<file path="src/rtl/dev_csr_initiator.sv">
// Manager-side CSR initiator: host commands go out through a one-entry request
// register; read data returns in order through a one-entry response buffer.
module dev_csr_initiator #(
    parameter int RegDataWidth   = 32,
    parameter int RegAddrWidth   = 3,
    parameter int MaxOutstanding = 2
) (
    input  logic                    clk_i,
    input  logic                    rst_i,
    input  logic [RegAddrWidth-1:0] cmd_addr_i,
    input  logic [RegDataWidth-1:0] cmd_wr_data_i,
    input  logic                    cmd_wr_en_i,
    input  logic                    cmd_valid_i,
    output logic                    cmd_ready_o,
    output logic [RegDataWidth-1:0] rd_data_o,
    output logic                    rd_valid_o,
    input  logic                    rd_ready_i,
    output logic [RegAddrWidth-1:0] csr_addr_o,
    output logic [RegDataWidth-1:0] csr_wr_data_o,
    output logic                    csr_wr_en_o,
    output logic                    csr_req_valid_o,
    input  logic                    csr_req_ready_i,
    input  logic [RegDataWidth-1:0] csr_rd_data_i,
    input  logic                    csr_rsp_valid_i,
    output logic                    csr_rsp_ready_o,
    output logic                    busy_o,
    output logic                    err_o
);

    localparam int CntW = $clog2(MaxOutstanding + 1);
    localparam logic [CntW-1:0] MaxCnt = CntW'(MaxOutstanding);

    logic                    req_v_reg, req_v_next;
    logic [RegAddrWidth-1:0] req_addr_reg, req_addr_next;
    logic [RegDataWidth-1:0] req_wr_data_reg, req_wr_data_next;
    logic                    req_wr_en_reg, req_wr_en_next;
    logic [CntW-1:0]         rd_cnt_reg, rd_cnt_next;
    logic [CntW-1:0]         infl_reg, infl_next;
    logic                    rd_valid_reg, rd_valid_next;
    logic [RegDataWidth-1:0] rd_data_reg, rd_data_next;
    logic                    err_reg, err_next;

    logic cmd_ready, cmd_hs, cmd_rd, req_hs, rd_issue;
    logic rsp_ready, rsp_hs, rsp_expected, host_hs;

    // Credit check uses the registered count only, so a freed credit is seen next cycle.
    assign cmd_ready    = (!req_v_reg || csr_req_ready_i) && (cmd_wr_en_i || (rd_cnt_reg < MaxCnt));
    assign cmd_hs       = cmd_valid_i && cmd_ready;
    assign cmd_rd       = cmd_hs && !cmd_wr_en_i;
    assign req_hs       = req_v_reg && csr_req_ready_i;
    assign rd_issue     = req_hs && !req_wr_en_reg;
    assign rsp_ready    = !rd_valid_reg || rd_ready_i;
    assign rsp_hs       = csr_rsp_valid_i && rsp_ready;
    assign rsp_expected = rsp_hs && ((infl_reg != '0) || rd_issue);
    assign host_hs      = rd_valid_reg && rd_ready_i;

    always_comb begin
        req_v_next       = req_v_reg;
        req_addr_next    = req_addr_reg;
        req_wr_data_next = req_wr_data_reg;
        req_wr_en_next   = req_wr_en_reg;
        rd_cnt_next      = rd_cnt_reg;
        infl_next        = infl_reg;
        rd_valid_next    = rd_valid_reg;
        rd_data_next     = rd_data_reg;
        err_next         = err_reg;

        if (cmd_hs) begin
            req_v_next       = 1'b1;
            req_addr_next    = cmd_addr_i;
            req_wr_data_next = cmd_wr_data_i;
            req_wr_en_next   = cmd_wr_en_i;
        end else if (req_hs) begin
            req_v_next = 1'b0;
        end

        case ({cmd_rd, host_hs})
            2'b10:   rd_cnt_next = rd_cnt_reg + CntW'(1);
            2'b01:   rd_cnt_next = rd_cnt_reg - CntW'(1);
            default: rd_cnt_next = rd_cnt_reg;
        endcase

        case ({rd_issue, rsp_expected})
            2'b10:   infl_next = infl_reg + CntW'(1);
            2'b01:   infl_next = infl_reg - CntW'(1);
            default: infl_next = infl_reg;
        endcase

        // A new capture wins over the host draining the buffer in the same cycle.
        if (rsp_expected) begin
            rd_valid_next = 1'b1;
            rd_data_next  = csr_rd_data_i;
        end else if (host_hs) begin
            rd_valid_next = 1'b0;
        end

        if (rsp_hs && !rsp_expected) begin
            err_next = 1'b1;
        end
    end

    always_ff @(posedge clk_i) begin
        if (rst_i) begin
            req_v_reg       <= 1'b0;
            req_addr_reg    <= '0;
            req_wr_data_reg <= '0;
            req_wr_en_reg   <= 1'b0;
            rd_cnt_reg      <= '0;
            infl_reg        <= '0;
            rd_valid_reg    <= 1'b0;
            rd_data_reg     <= '0;
            err_reg         <= 1'b0;
        end else begin
            req_v_reg       <= req_v_next;
            req_addr_reg    <= req_addr_next;
            req_wr_data_reg <= req_wr_data_next;
            req_wr_en_reg   <= req_wr_en_next;
            rd_cnt_reg      <= rd_cnt_next;
            infl_reg        <= infl_next;
            rd_valid_reg    <= rd_valid_next;
            rd_data_reg     <= rd_data_next;
            err_reg         <= err_next;
        end
    end

    assign cmd_ready_o     = cmd_ready;
    assign csr_rsp_ready_o = rsp_ready;
    assign csr_req_valid_o = req_v_reg;
    assign csr_addr_o      = req_addr_reg;
    assign csr_wr_data_o   = req_wr_data_reg;
    assign csr_wr_en_o     = req_wr_en_reg;
    assign rd_valid_o      = rd_valid_reg;
    assign rd_data_o       = rd_data_reg;
    assign err_o           = err_reg;
    assign busy_o          = req_v_reg || (infl_reg != '0) || rd_valid_reg;

endmodule

</file>
<file path="config.mk">
export PLATFORM = sky130hd
export DESIGN_NAME = dev_csr_initiator
export DESIGN_NICKNAME = d
export VERILOG_FILES = /design/src/rtl/dev_csr_initiator.sv
export SDC_FILE = /design/constraint.sdc
export NUM_CORES = 1
export LEC_CHECK = 0
export ABC_AREA = 1
export BUFFER_PORTS_ARGS = -buffer_cell sky130_fd_sc_hd__buf_2
export CAP_MARGIN = 30
export CORE_MARGIN = 3
export CORE_UTILIZATION = 35
export DETAILED_ROUTE_END_ITERATION = 6
export HOLD_SLACK_MARGIN = 0.02
export PLACE_DENSITY = 0.67
export SETUP_SLACK_MARGIN = 0.5
export SKIP_LAST_GASP = 1
export SYNTH_ARGS = -nofsm -noshare
export SYNTH_HDL_FRONTEND = slang
export SYNTH_SLANG_ARGS = --single-unit
export TNS_END_PERCENT = 10
</file>
<file path="constraint.sdc">
create_clock -name clk_i -period 2 [get_ports clk_i]
set_input_delay 0.4 -clock clk_i [delete_from_list [all_inputs] [get_ports clk_i]]
set_output_delay 0.4 -clock clk_i [all_outputs]
set_load 0.05 [all_outputs]
</file>
Word-level counts from Yosys, hierarchy flattened
Index checks and enable logic that the tools add are counted.
{ "totals": {"regBits": 75, "input_bits": 74, "output_inout_bits": 74, "elab_cells": 49} }
{ "classes": {"n_addsub": 4, "order_cmp": 1, "n_eq_ne": 4, "mux": 6, "n_reduce_logical": 25} }
{ "ops": {"columns": ["operator", "n"], "rows": [
  ["$reduce_bool 2->1", 5],
  ["$logic_and 1x1->1", 9],
  ["$pmux 2 s2", 2],
  ["$logic_or 1x1->1", 6],
  ["$logic_not 1->1", 5],
  ["$add 2x1->2 const B", 2],
  ["$eq 2x1->1 const B", 2],
  ["$eq 2x2->1 const B", 2],
  ["$mux 1", 4],
  ["$sub 2x1->2 const B", 2],
  ["$lt 2x2->1 const B", 1]
]} }

Longest topological paths before layout
Gate-level depths: netlist of run 1.
{ "depth": {"ltp_word": 7, "depth_mapped": 12, "ltp_nobuf": 11} }

Worst setup path before layout of run 1
Ideal clock, no wire load.
{ "synth_timing": {"path_type": "register to register", "start": "register rd_valid_reg (netlist: rd_valid_o)", "end": "register infl_reg[1]", "setup_time_ns": 0.115, "arrival_ns": 1.809, "required_ns": 1.885, "path_slack_ns": 0.076, "path_stages_with_launch": 11, "path_buffers": 2, "cell_sequence": "dfxtp_1 > a21oi_2 > buf_4 > buf_6 > nand2_1 > inv_1 > ha_1 > nor2_1 > nand3_1 > nand2_1 > nor2_1"} }
{ "synth_via": {"elab_chain_len": 6, "elab_cells_between_ends": 8, "cone_classes": "eq/ne: 2; mux: 1; reduce/logical: 5"} }
{ "synth_rtl": {"columns": ["item", "line_no", "source"], "rows": [
  ["from (decl)", "39", "logic rd_valid_reg, rd_valid_next;"],
  ["from (signal assigned)", "120", "rd_valid_reg <= rd_valid_next;"],
  ["$logic_not 1->1 (*)", "52", "assign rsp_ready = !rd_valid_reg || rd_ready_i;"],
  ["$logic_or 1x1->1 (*)", "52", null],
  ["$logic_and 1x1->1 (*)", "53", "assign rsp_hs = csr_rsp_valid_i && rsp_ready;"],
  ["$logic_and 1x1->1 (*)", "54", "assign rsp_expected = rsp_hs && ((infl_reg != '0) || rd_issue);"],
  ["$eq 2x1->1 / $eq 2x2->1 (equally long branches)", "83", "case ({rd_issue, rsp_expected})"],
  ["$pmux 2 s2 / $reduce_bool 2->1 (equally long branches)", null, null],
  ["to (signal assigned)", "119", "infl_reg <= infl_next;"],
  ["to (decl)", "38", "logic [CntW-1:0] infl_reg, infl_next;"]
]} }
Mark *: on every way between the ends. The rest lies on a longest branch, timed or not.
A chain may end at the register's enable or synchronous reset.

Worst setup path in the final report of run 1
{ "layout_timing": {"start": "register rd_valid_reg (netlist: rd_valid_o)", "end": "output port busy_o"} }
{ "layout_via": {"elab_chain_len": 1} }
{ "layout_rtl": {"columns": ["item", "line_no", "source"], "rows": [
  ["$logic_or 1x1->1", "135", "assign busy_o = req_v_reg || (infl_reg != '0) || rd_valid_reg;"],
  ["to (decl)", "26", "output logic busy_o,"]
]} }
Every way passes these cells.

==> results by group, run 1 <==
Run status
  • Status: complete, no violations

Yosys
  • Syn Nets: 565
  • Synth Instances: roughly 500
  • Yosys reg bits: 75
  • Synth Cell Area: ~3300 um2
  • Top cell type's share of synthesized area: a little under half
  • Dominant cells by area after synthesis: dfxtp_1 (45%), nand2_1 (13%), nor2_1 (13%)
  • Syn avg cell area: 6.75 um2
  • Synth warnings: 0
  • Yosys top cell by area: dfxtp_1
  • Yosys cell types: 18
  • Seq/Total Area, Yosys: 45.5%

Timing
  • Final hold violations: 0
  • Relative slew slack: around three quarters
  • Final setup TNS: 0 ns
  • Fmax: 0.686 GHz
  • # setup viols final: 0
  • RSZ-0062 raised after global routing: yes
  • Final worst-path cycle share: between 70 and 80%
  • Final Max Tran Viols: 0
  • Tightest Pin Transition: 0.386 ns
  • Worst Skew: 0.0119 ns
  • Final min period: 1.46 ns

Global routing
  • Vias in the first global route: slightly below 3000
  • Pin count of the biggest net entering global routing: 73
  • First-pass GRT wire length: around 13000 um
  • Total gr overflow: 0
  • Initial antenna violation count: 0
  • GRT Util Overall: between 10% and 20%

Clocking
  • H-tree levels: 3
  • CTS tree: done
  • Root Driver: clkbuf_8
  • # clock sinks: 75
  • Clock transition at path regs: 0.08 ns
  • CTS buffer count: 9
  • Clock buffer depth: 2
  • Worst skew pair latency: 0.34 ns

Drt
  • Post-DR vias/cell: about 4.3
  • Drt wl/cell: 10.8 um
  • Via count: around 3200
  • 1st-iter DRT viols: 101
  • Initial DRT Pass Iterations: 4
  • Drt drc: 0
  • Final ANT Viol Nets: 0
  • DRT Wirelength: 7970 um

Floorplanning
  • Row count: 34
  • IO Pins: 148
  • Starting Density: 37.0%
  • Die H: 103 um
  • Area of the core: 8930 um2
  • Die area: 10600 um2
  • DIE WIDTH: 103 um

Layout
  • Most common cell after layout, fill and taps aside: buf_2
  • Synth-to-Final Area Change: 31.4%
  • N_diodes: 0
  • Filler-free cell count of the finished design: 737
  • Final nets: 701
  • Most frequent cells in the layout: buf_2 (144), nand2_1 (111), nor2_1 (110), inv_1 (74), dfxtp_1 (70)
  • Layout cell share with drive strength beyond 1: 29.6%

Hold path
  • Hold/Removal Path Class: in2reg

Place
  • Post-DP HPWL: 5840 um
  • Number of port buffers: 147
  • GP Congestion: 0.764
  • Placed Cells: 721

Pwr
  • Switching Power: 1.96 mW
  • Cell internal pwr: between 2 and 3 mW
  • Clock Power Share: 25.9%
  • Combinational Power Share: 36.7%
  • Power per Cell Area: 1130 nW/um2
  • Static leakage: 2.44 nW
  • Switching power share of the total: 40.1%
  • Sequential Power Share: 37.3%
  • Max IR drop VDD: 389 uV

Flow run
  • Max_cap viols: 0

Worst setup path
  • Kind of end point of the critical path: output port
  • CP Data Arrival Time: 1.06 ns
  • Worst setup SP type: flop
  • Critical path type: reg2out
  • Required @ worst endpoint: 1.60 ns
  • Max FO, Critical Path: 5
cell type report:
| type | count | area (um2) |
|---|---|---|
| Clock buffer | 11 | 141 |
| Fill cell | 953 | 4600 |
| Clock inverter | 4 | 73.8 |
| Timing Repair Buffer | 153 | 830 |
| Tap cell | 108 | 135 |
| Inverter | 78 | 293 |
| Sequential cell | 75 | 1520 |
| Multi-Input combinational cell | 308 | 1350 |
worst paths after layout:
kind	depth (start not counted)	from	endpoint	slack (ns)
max	3	rd_valid_o$_SDFFE_PP0P_	busy_o	0.54
max reg2reg	10	infl_reg[0]$_SDFFE_PP0P_	infl_reg[1]$_SDFFE_PP0P_	0.57
min reg2reg	2	err_o$_SDFFE_PP0P_	err_o$_SDFFE_PP0P_	0.45
min	3	cmd_addr_i[0]	csr_addr_o[0]$_SDFFE_PP0P_	0.28
worst max-delay path, cell delays in order, from the launching register on:
cell     delay (ns)
dfxtp_4        0.37
nor2_1         0.10
nand2_1        0.07
buf_4          0.19
power by group through the flow:
stage                     sequential [mW]  clock, mW  combinational (mW)
final                                1.83       1.27                1.80
after global routing                 1.85       1.38                1.95
after CTS                            1.83       1.33                1.82
after detailed placement             1.86          0                1.79
after global placement               1.85          0                1.76
after floorplan                      2.53          0               0.777
stage by stage:
stage | worst slack, ns | utilization [%] | total power, mW | cell area (um2) | hold slack (ns)
after detailed placement | 0.386 | 45.8 | 3.65 | 4090 | 0.439
after global placement | 0.418 | 45.8 | 3.62 | 4090 | 0.439
after CTS | 0.493 | 48.5 | 4.97 | 4330 | 0.256
final | 0.541 | 48.6 | 4.90 | 4340 | 0.277
after global routing | 0.476 | 48.6 | 5.18 | 4340 | 0.264
after floorplan | 0.507 | - | 3.31 | 3350 | 0.459
cells by family (layout without fill, tap and decap cells):
group	Yosys count	after routing	share of synthesized area, %
xor+xnor	2	2	0.531
buf+inv	106	246	15.0
simple gates	265	265	32.2
fa+ha+maj	2	2	0.758
flops	75	75	45.5
compound gates	39	39	6.02
synthesized netlist by cell type:
| master | number |
|---|---|
| nand4_1 | 1 |
| nand3_2 | 1 |
| nor2_2 | 1 |
| xor2_1 | 2 |
| clkbuf_1 | 7 |
| buf_4 | 6 |
| inv_1 | 76 |
| nand2_1 | 115 |
| a21oi_2 | 1 |
| nand3_1 | 35 |
| dfxtp_1 | 75 |
| nand3_4 | 1 |
| buf_6 | 9 |
| inv_2 | 2 |
| ha_1 | 2 |
| a21oi_1 | 38 |
| buf_2 | 6 |
| nor2_1 | 111 |
metal layers:
metal | track usage, % | vias to the layer above | wire [um]
met2 | 26.9 | 69 | 4150
met1 | 16.5 | 1397 | 3270
met3 | 3.52 | 9 | 433
met4 | 5.68 | 0 | 123
met5 | 0 | - | 0
li1 | - | 1730 | -
timing repair:
item,in CTS,in global routing
endpoints found under the setup margin,3,4
pin swaps,1,1
resized for setup,7,2
buffers inserted,1,0
hold buffers,0,0
Note: power is estimated with default switching activity, not from simulation.
==> run 2: changes to the inputs <==
--- a/config.mk
+++ b/config.mk
@@ -12,7 +12,7 @@
 export CORE_UTILIZATION = 35
 export DETAILED_ROUTE_END_ITERATION = 6
 export HOLD_SLACK_MARGIN = 0.02
-export PLACE_DENSITY = 0.67
+export PLACE_DENSITY = 0.7
 export SETUP_SLACK_MARGIN = 0.5
 export SKIP_LAST_GASP = 1
 export SYNTH_ARGS = -nofsm -noshare
==> constraint.sdc (replaced) <==
create_clock -name clk_i -period 1.3 [get_ports clk_i]
set_input_delay 0.26 -clock clk_i [delete_from_list [all_inputs] [get_ports clk_i]]
set_output_delay 0.26 -clock clk_i [all_outputs]
set_load 0.05 [all_outputs]
==> results by group, run 2 (synthesis gave the netlist of run 1 again) <==
Run status
  • Status: finished, violations left
  • Failing checks: setup timing

Worst setup path
  • Worst reg2reg path endpoint: infl_reg[1]$_SDFFE_PP0P_
  • CP Data Arrival Time: 1.63 ns (+0.57 ns)
  • Delay-heaviest family, CP: simple AND/OR/NAND/NOR gates
  • Cell mode on critical path: nand2_4
  • CP max-delay cell: dfxtp_4
  • Critical path type: reg2reg
  • Required @ worst endpoint: 1.56 ns (-0.04 ns)
  • R2R depth: 10 (unchanged)
  • Max FO, Critical Path: 4 (-1)
  • Slowest stage delay, CP: 0.37 ns (about the same)
  • Worst setup SP type: flop
  • Startpoint of the worst register-to-register path: csr_req_valid_o$_SDFFE_PP0P_
  • Critical Path, Cell by Cell: buf_4 -> nand3_4 -> nand2_4 -> nand2_4 -> inv_2 -> ha_4 -> nor2_4 -> nand3_1 -> nand2_1 -> nor2_1
  • Buf+Inv Stages, Crit Path: 2 (+1)
  • Flop2flop setup slack: -0.07 ns (-0.64 ns)
  • Kind of end point of the critical path: flop

Drt
  • 1st-iter DRT viols: 110 (+8.9%)
  • Post-DR vias/cell: 4.41 (+1.5%)
  • DRT Wirelength: 8940 um (+12%)
  • Drt drc: 0 (unchanged)
  • Drt wl/cell: 11.8 um (+9.0%)
  • Via count: 3350 (+4.5%)
  • Final ANT Viol Nets: 0 (unchanged)
  • Initial DRT Pass Iterations: 4 (unchanged)

Layout
  • Design area: 4820 um2 (+11%)
  • Register area: 1520 um2 (+0.41%)
  • Synth-to-Final Area Change: 45.9%
  • N_diodes: 0 (unchanged)
  • FILL cells: 838 (-12%)
  • Most frequent cells in the layout: buf_2 (142), nor2_1 (105), nand2_1 (104), inv_1 (73), dfxtp_1 (67)
  • Filler-free cell count of the finished design: 759 (+3.0%)
  • Final nets: 723 (+3.1%)
  • Layout cell share with drive strength beyond 1: 36.6% (+7.0 points)
  • Post-layout util: 53.9% (+5.4 points)
  • Most common cell after layout, fill and taps aside: buf_2
  • Multi-input gate area: 1480 um2 (+9.9%)

Global routing
  • Vias in the first global route: 3017 (+3.6%)
  • GR Layer Usage met2: 27.5% (+0.64 points)
  • GRT met3 Usage: 4.74% (+1.2 points)
  • GRT Util Overall: 15.5% (+0.74 points)
  • Pin count of the biggest net entering global routing: 66 (-9.6%)
  • Total gr overflow: 0 (unchanged)
  • First-pass GRT wire length: 13300 um (+5.8%)
  • M1 GR Usage: 18.1% (+1.7 points)
  • Initial antenna violation count: 0 (unchanged)
  • GR peak layer: met2

Hold path
  • Hold path depth: 3 (unchanged)
  • Hold/Removal Path Class: in2reg
  • Endpoint, Worst Hold: csr_wr_data_o[15]$_SDFFE_PP0P_
  • HP Start: cmd_wr_data_i[15]

Timing
  • # setup viols final: 11 (+11)
  • Worst Skew: 0.00740 ns (-0.00454 ns)
  • Final min period: 1.37 ns
  • RSZ-0062 raised after global routing: yes
  • Final Max Tran Viols: 0 (unchanged)
  • Fmax: 0.728 GHz
  • Final worst-path cycle share: 106%
  • Final hold violations: 0 (unchanged)
  • Worst Slack Setup Final: -0.0729 ns (-0.614 ns)
  • Relative slew slack: 80.7% (+6.4 points)
  • Tightest Pin Transition: 0.290 ns (-0.0963 ns)

Pwr
  • Switching Power: 3.27 mW (+67%)
  • Combinational Power Share: 41.8% (+5.1 points)
  • Power per Cell Area: 1690 nW/um2 (+50%)
  • Switching power share of the total: 40.2% (+0.098 points)
  • Cell internal pwr: 4.86 mW (+66%)
  • Clock Power Share: 23.4% (-2.5 points)
  • Sequential Power Share: 34.8% (-2.5 points)
  • Static leakage: 2.65 nW (+8.5%)
  • Max IR drop VDD: 803 uV (+110%)

Clocking
  • # clock sinks: 75 (unchanged)
  • Clock transition at path regs: 0.08 ns (about the same)
  • Root Driver: clkbuf_8
  • CTS tree: done
  • Hold Buf Count CTS: 0 (unchanged)
  • Clock buffer depth: 2 (unchanged)
  • H-tree levels: 3 (unchanged)
  • CTS buffer count: 9 (unchanged)
  • Worst skew pair latency: 0.34 ns (about the same)

Floorplanning
  • Area of the core: 8930 um2 (unchanged)
  • Starting Density: 37.0% (unchanged)
  • Die H: 103 um (unchanged)
  • DIE WIDTH: 103 um (unchanged)
  • Die area: 10600 um2 (unchanged)
  • Row count: 34 (unchanged)
  • IO Pins: 148 (unchanged)

Place
  • GP Congestion: 0.816 (+6.8%)
  • DP Area: 4240 um2 (+3.6%)
  • Number of port buffers: 147 (unchanged)
  • Post-DP HPWL: 5880 um (+0.66%)
  • Placed Cells: 729 (+1.1%)

Flow run
  • Max_cap viols: 0 (unchanged)
[run 2: cell types whose count changed in the layout (fill, tap and decap cells not counted), moves of 6 or more]
cell	delta
nand2_4	+6
a21oi_1	-9
nand2_1	-7
a21oi_2	+9
buf_4	+8
[run 2: final cells by class]
cell class / count / share of cell area [%]
Tap cell: 108 / 2.80
Sequential cell: 75 / 31.6
Timing Repair Buffer: 175 / 24.4
Clock buffer: 10 / 2.65
Multi-Input combinational cell: 308 / 30.8
Clock inverter: 5 / 1.64
Inverter: 78 / 6.13
[run 2: worst min-delay path: cells and delay by family]
family / cells / cell delay [ns]
buffers and inverters: 1 / 0.07
and+or+nand+nor: 2 / 0.11
[run 2: repair_timing]
item                                    in CTS  in global routing
gates resized for setup                     35                 17
pin swaps                                    6                  5
cloned                                       1                  6
buffers inserted                             6                  2
endpoints found under the setup margin     149                149
[run 2: metrics by stage]
stage	power [mW]	setup WS [ns]	hold slack, ns	setup TNS (ns)
after floorplan	5.18	-0.150	0.319	-0.272
after CTS	8.02	-0.0813	0.121	-0.234
after global routing	8.59	-0.145	0.119	-3.94
after detailed placement	5.80	-0.0810	0.458	-0.106
after global placement	5.74	-0.0114	0.441	-0.0114
final	8.13	-0.0729	0.138	-0.300
[run 2: per-layer routing]
layer,share of wire (%),up-vias
met5,0,-
met4,0.78,0
met3,5.0,6
met2,51,80
met1,43,1492
li1,-,1772
[run 2: power by group through the flow]
stage | Clock [mW] | Combinational [mW] | Sequential, mW
6_report | 1.90 | 3.40 | 2.83
5_1_grt | 2.05 | 3.66 | 2.87
4_1_cts | 1.96 | 3.23 | 2.83
3_5_place_dp | 0 | 2.94 | 2.86
3_3_place_gp | 0 | 2.89 | 2.85
2_1_floorplan | 0 | 1.27 | 3.90
[run 2: worst max path at each step]
stage / startpoint / end / slack (ns) / depth (start not counted)
final: csr_req_valid_o$_SDFFE_PP0P_ / infl_reg[1]$_SDFFE_PP0P_ / -0.07 / 10
after global routing: csr_req_valid_o$_SDFFE_PP0P_ / infl_reg[1]$_SDFFE_PP0P_ / -0.15 / 10
after CTS: csr_req_valid_o$_SDFFE_PP0P_ / cmd_ready_o / -0.08 / 5
after detailed placement: csr_req_ready_i / rd_cnt_reg[1]$_SDFFE_PP0P_ / -0.08 / 9
after global placement: csr_req_ready_i / rd_cnt_reg[1]$_SDFFE_PP0P_ / -0.01 / 9
after floorplan: rd_valid_o$_SDFFE_PP0P_ / infl_reg[1]$_SDFFE_PP0P_ / -0.15 / 10
==> run 3: changes to the inputs <==
--- a/config.mk
+++ b/config.mk
@@ -5,14 +5,13 @@
 export SDC_FILE = /design/constraint.sdc
 export NUM_CORES = 1
 export LEC_CHECK = 0
-export ABC_AREA = 1
 export BUFFER_PORTS_ARGS = -buffer_cell sky130_fd_sc_hd__buf_2
 export CAP_MARGIN = 30
-export CORE_MARGIN = 3
+export CORE_MARGIN = 5
 export CORE_UTILIZATION = 35
 export DETAILED_ROUTE_END_ITERATION = 6
 export HOLD_SLACK_MARGIN = 0.02
-export PLACE_DENSITY = 0.7
+export PLACE_DENSITY = 0.69
 export SETUP_SLACK_MARGIN = 0.5
 export SKIP_LAST_GASP = 1
 export SYNTH_ARGS = -nofsm -noshare
==> results by group, run 3 <==
Place
  • Number of port buffers: 147 (unchanged)
  • GP Congestion: 0.699 (-14%)
  • DP Area: 4380 um2 (+3.4%)
  • Post-DP HPWL: 6520 um (+11%)

Global routing
  • First-pass GRT wire length: 14700 um (+10%)
  • Initial antenna violation count: 0 (unchanged)
  • Vias in the first global route: 3127 (+3.6%)
  • GRT Util Overall: 15.7% (+0.16 points)
  • Pin count of the biggest net entering global routing: 44 (-33%)
  • Total gr overflow: 0 (unchanged)

Floorplanning
  • Row count: 35 (+2.9%)
  • Area of the core: 9330 um2 (+4.4%)
  • Die H: 108 um (+5.0%)
  • Starting Density: 36.3% (-0.70 points)
  • Die area: 11700 um2 (+10%)
  • DIE WIDTH: 108 um (+5.0%)
  • IO Pins: 148 (unchanged)

Yosys
  • Yosys cell types: 29 (+11)
  • Synth Instances: 353 (-28%)
  • Number of flops mapped to enable cells by yosys: 0 (unchanged)
  • Yosys top cell by area: dfxtp_1
  • Dominant cells by area after synthesis: dfxtp_1 (44%), mux2i_1 (9.5%), nand2b_1 (9.2%)
  • Synth cell count leaders: dfxtp_1 (75), nand2b_1 (50), a21oi_1 (40)
  • Synth Cell Area: 3380 um2 (+2.4%)
  • Top cell type's share of synthesized area: 44.4% (-1.1 points)
  • Most common cell in the synthesized netlist: dfxtp_1
  • Synth Flop Type: dfxtp_1
  • Syn Nets: 429 (-24%)
  • Seq/Total Area, Yosys: 44.4% (-1.1 points)
  • Syn avg cell area: 9.58 um2 (+42%)
  • Synth warnings: 0 (unchanged)
  • FFs w/ async S/R, synth: 0% (unchanged)
  • Yosys reg bits: 75 (unchanged)

Timing
  • Final hold violations: 0 (unchanged)
  • Tightest Pin Transition: 0.381 ns (+0.0910 ns)
  • Worst Skew: 0.00843 ns (+0.00103 ns)
  • Final worst-path cycle share: 128% (+23 points)
  • Fmax: 0.600 GHz (-18%)
  • RSZ-0062 raised after global routing: yes
  • Worst Slack Setup Final: -0.367 ns (-0.294 ns)
  • Final min period: 1.67 ns (+0.294 ns)
  • Relative slew slack: 74.6% (-6.1 points)
  • Final Max Tran Viols: 0 (unchanged)
  • # setup viols final: 72 (+61)

Flow run
  • Max_cap viols: 0 (unchanged)

Layout
  • N_diodes: 0 (unchanged)
  • Design area: 4830 um2 (+0.23%)
  • Final nets: 582 (-20%)
  • Most common cell after layout, fill and taps aside: buf_2
  • Layout cell share with drive strength beyond 1: 44.8% (+8.3 points)
  • Most frequent cells in the layout: buf_2 (145), dfxtp_1 (72), nand2b_1 (48), a21oi_1 (39), o31ai_1 (37)
  • Synth-to-Final Area Change: 42.8%

Drt
  • Met3 WL: 1080 um (+140%)
  • DRT Wirelength: 9350 um (+4.5%)
  • Post-DR vias/cell: 4.90 (+11%)
  • Final ANT Viol Nets: 0 (unchanged)
  • Met2 wire len: 4250 um (-6.6%)
  • Drt wl/cell: 14.6 um (+24%)
  • Drt drc: 0 (unchanged)
  • Initial DRT Pass Iterations: 4 (unchanged)
  • Via count: 3136 (-6.4%)
  • Met1 wire length: 3940 um (+1.5%)
  • 1st-iter DRT viols: 108 (-1.8%)
  • Max layer used: met4

Clocking
  • CTS tree: done
  • Worst skew pair latency: 0.34 ns (about the same)
  • Clock buffer depth: 2 (unchanged)
  • Root Driver: clkbuf_8
  • CTS buffer count: 9 (unchanged)
  • Clock transition at path regs: 0.08 ns (about the same)
  • H-tree levels: 3 (unchanged)
  • Hold Buf Count CTS: 0 (unchanged)
  • # clock sinks: 75 (unchanged)

Pwr
  • Static leakage: 2.20 nW (-17%)
  • Power per Cell Area: 1490 nW/um2 (-12%)
  • Max IR drop VDD: 640 uV (-20%)
  • Power Total: 7.20 mW (-11%)

Worst setup path
  • Startpoint of the worst register-to-register path: csr_wr_en_o$_SDFFE_PP0P_
  • Critical Path Start: csr_wr_en_o$_SDFFE_PP0P_
  • CP Data Arrival Time: 1.94 ns (+0.31 ns)
  • Kind of end point of the critical path: flop
  • Critical path type: reg2reg
  • Max FO, Critical Path: 3 (-1)
  • Required @ worst endpoint: 1.57 ns (about the same)
  • Worst setup SP type: flop

Hold path
  • Hold/Removal Path Class: in2reg
  • HP Start: cmd_wr_data_i[15]

Run status
  • Failing checks: setup timing
  • Status: finished, violations left
run 3: changes by cell type after synthesis, sizes merged, moves of 13 or more:
cell,change
nand2,-114
nor2,-106
inv,-77
nand2b,+50
o31ai,+37
nand3,-35
nand4,+34
mux2i,+32
or2b,+17
clkbuf,+13
run 3: what timing repair did:
action,in CTS,in global routing
cloned,2,0
setup buffers,2,4
pin swaps,4,3
resized for setup,11,9
endpoints found under the setup margin,149,149
run 3: logic make-up (layout without fill, tap and decap cells):
family	after synthesis	count (layout)	synth area share, %
DFF	75	75	44.4
and+or+nand+nor	118	118	22.6
AOI/OAI and AO/OA	81	81	15.0
muxes	32	32	9.47
adders and majority gates	2	2	0.740
xor gates and xnor gates	4	4	1.04
buffers and inverters	41	199	6.81
run 3: critical path: stages, from the launching register on:
cell,delay (ns)
dfxtp_4,0.34
and3b_1,0.20
o311a_4,0.33
ha_4,0.25
or3_1,0.36
a21oi_2,0.12
run 3: final cells by class:
class,instances,area (um2)
well taps,129,161
repair buffers,181,1140
clock inverters,5,108
flip-flops and latches,75,1510
inverters,2,7.51
fillers,871,4500
multi-input cells,237,1750
clock buffers,11,153
run 3: final timing paths:
check                                                       to  slack, ns  depth (start not counted)
worst max-delay path                  infl_reg[1]$_SDFFE_PP0P_      -0.37                          5
worst min-delay path            csr_wr_data_o[15]$_SDFFE_PP0P_       0.16                          3
worst max register to register        infl_reg[1]$_SDFFE_PP0P_      -0.37                          5
worst min register to register  csr_wr_data_o[15]$_SDFFE_PP0P_       0.47                          2
run 3: metrics by stage:
step / utilization, % / setup TNS [ns] / setup WS, ns / instances / hold WS (ns)
after detailed placement: 47.0 / -11.32 / -0.444 / 616 / 0.459
final: 51.8 / -9.50 / -0.367 / 640 / 0.164
after floorplan: - / -6.30 / -0.679 / 353 / 0.397
after global routing: 51.8 / -14.58 / -0.446 / 640 / 0.137
after global placement: 47.0 / -9.63 / -0.416 / 616 / 0.452
after CTS: 51.1 / -7.19 / -0.348 / 636 / 0.141
run 3: where the power goes:
| part | switching [mW] | internal [mW] |
|---|---|---|
| clock network | 0.870 | 1.40 |
| registers | 0.124 | 2.53 |
| logic | 1.43 | 0.847 |
run 3: per-layer routing:
metal | vias to the layer above | GRT usage [%]
met5 | - | 0
met3 | 8 | 6.33
met1 | 1429 | 18.9
met2 | 128 | 25.2
met4 | 0 | 5.50
li1 | 1571 | -
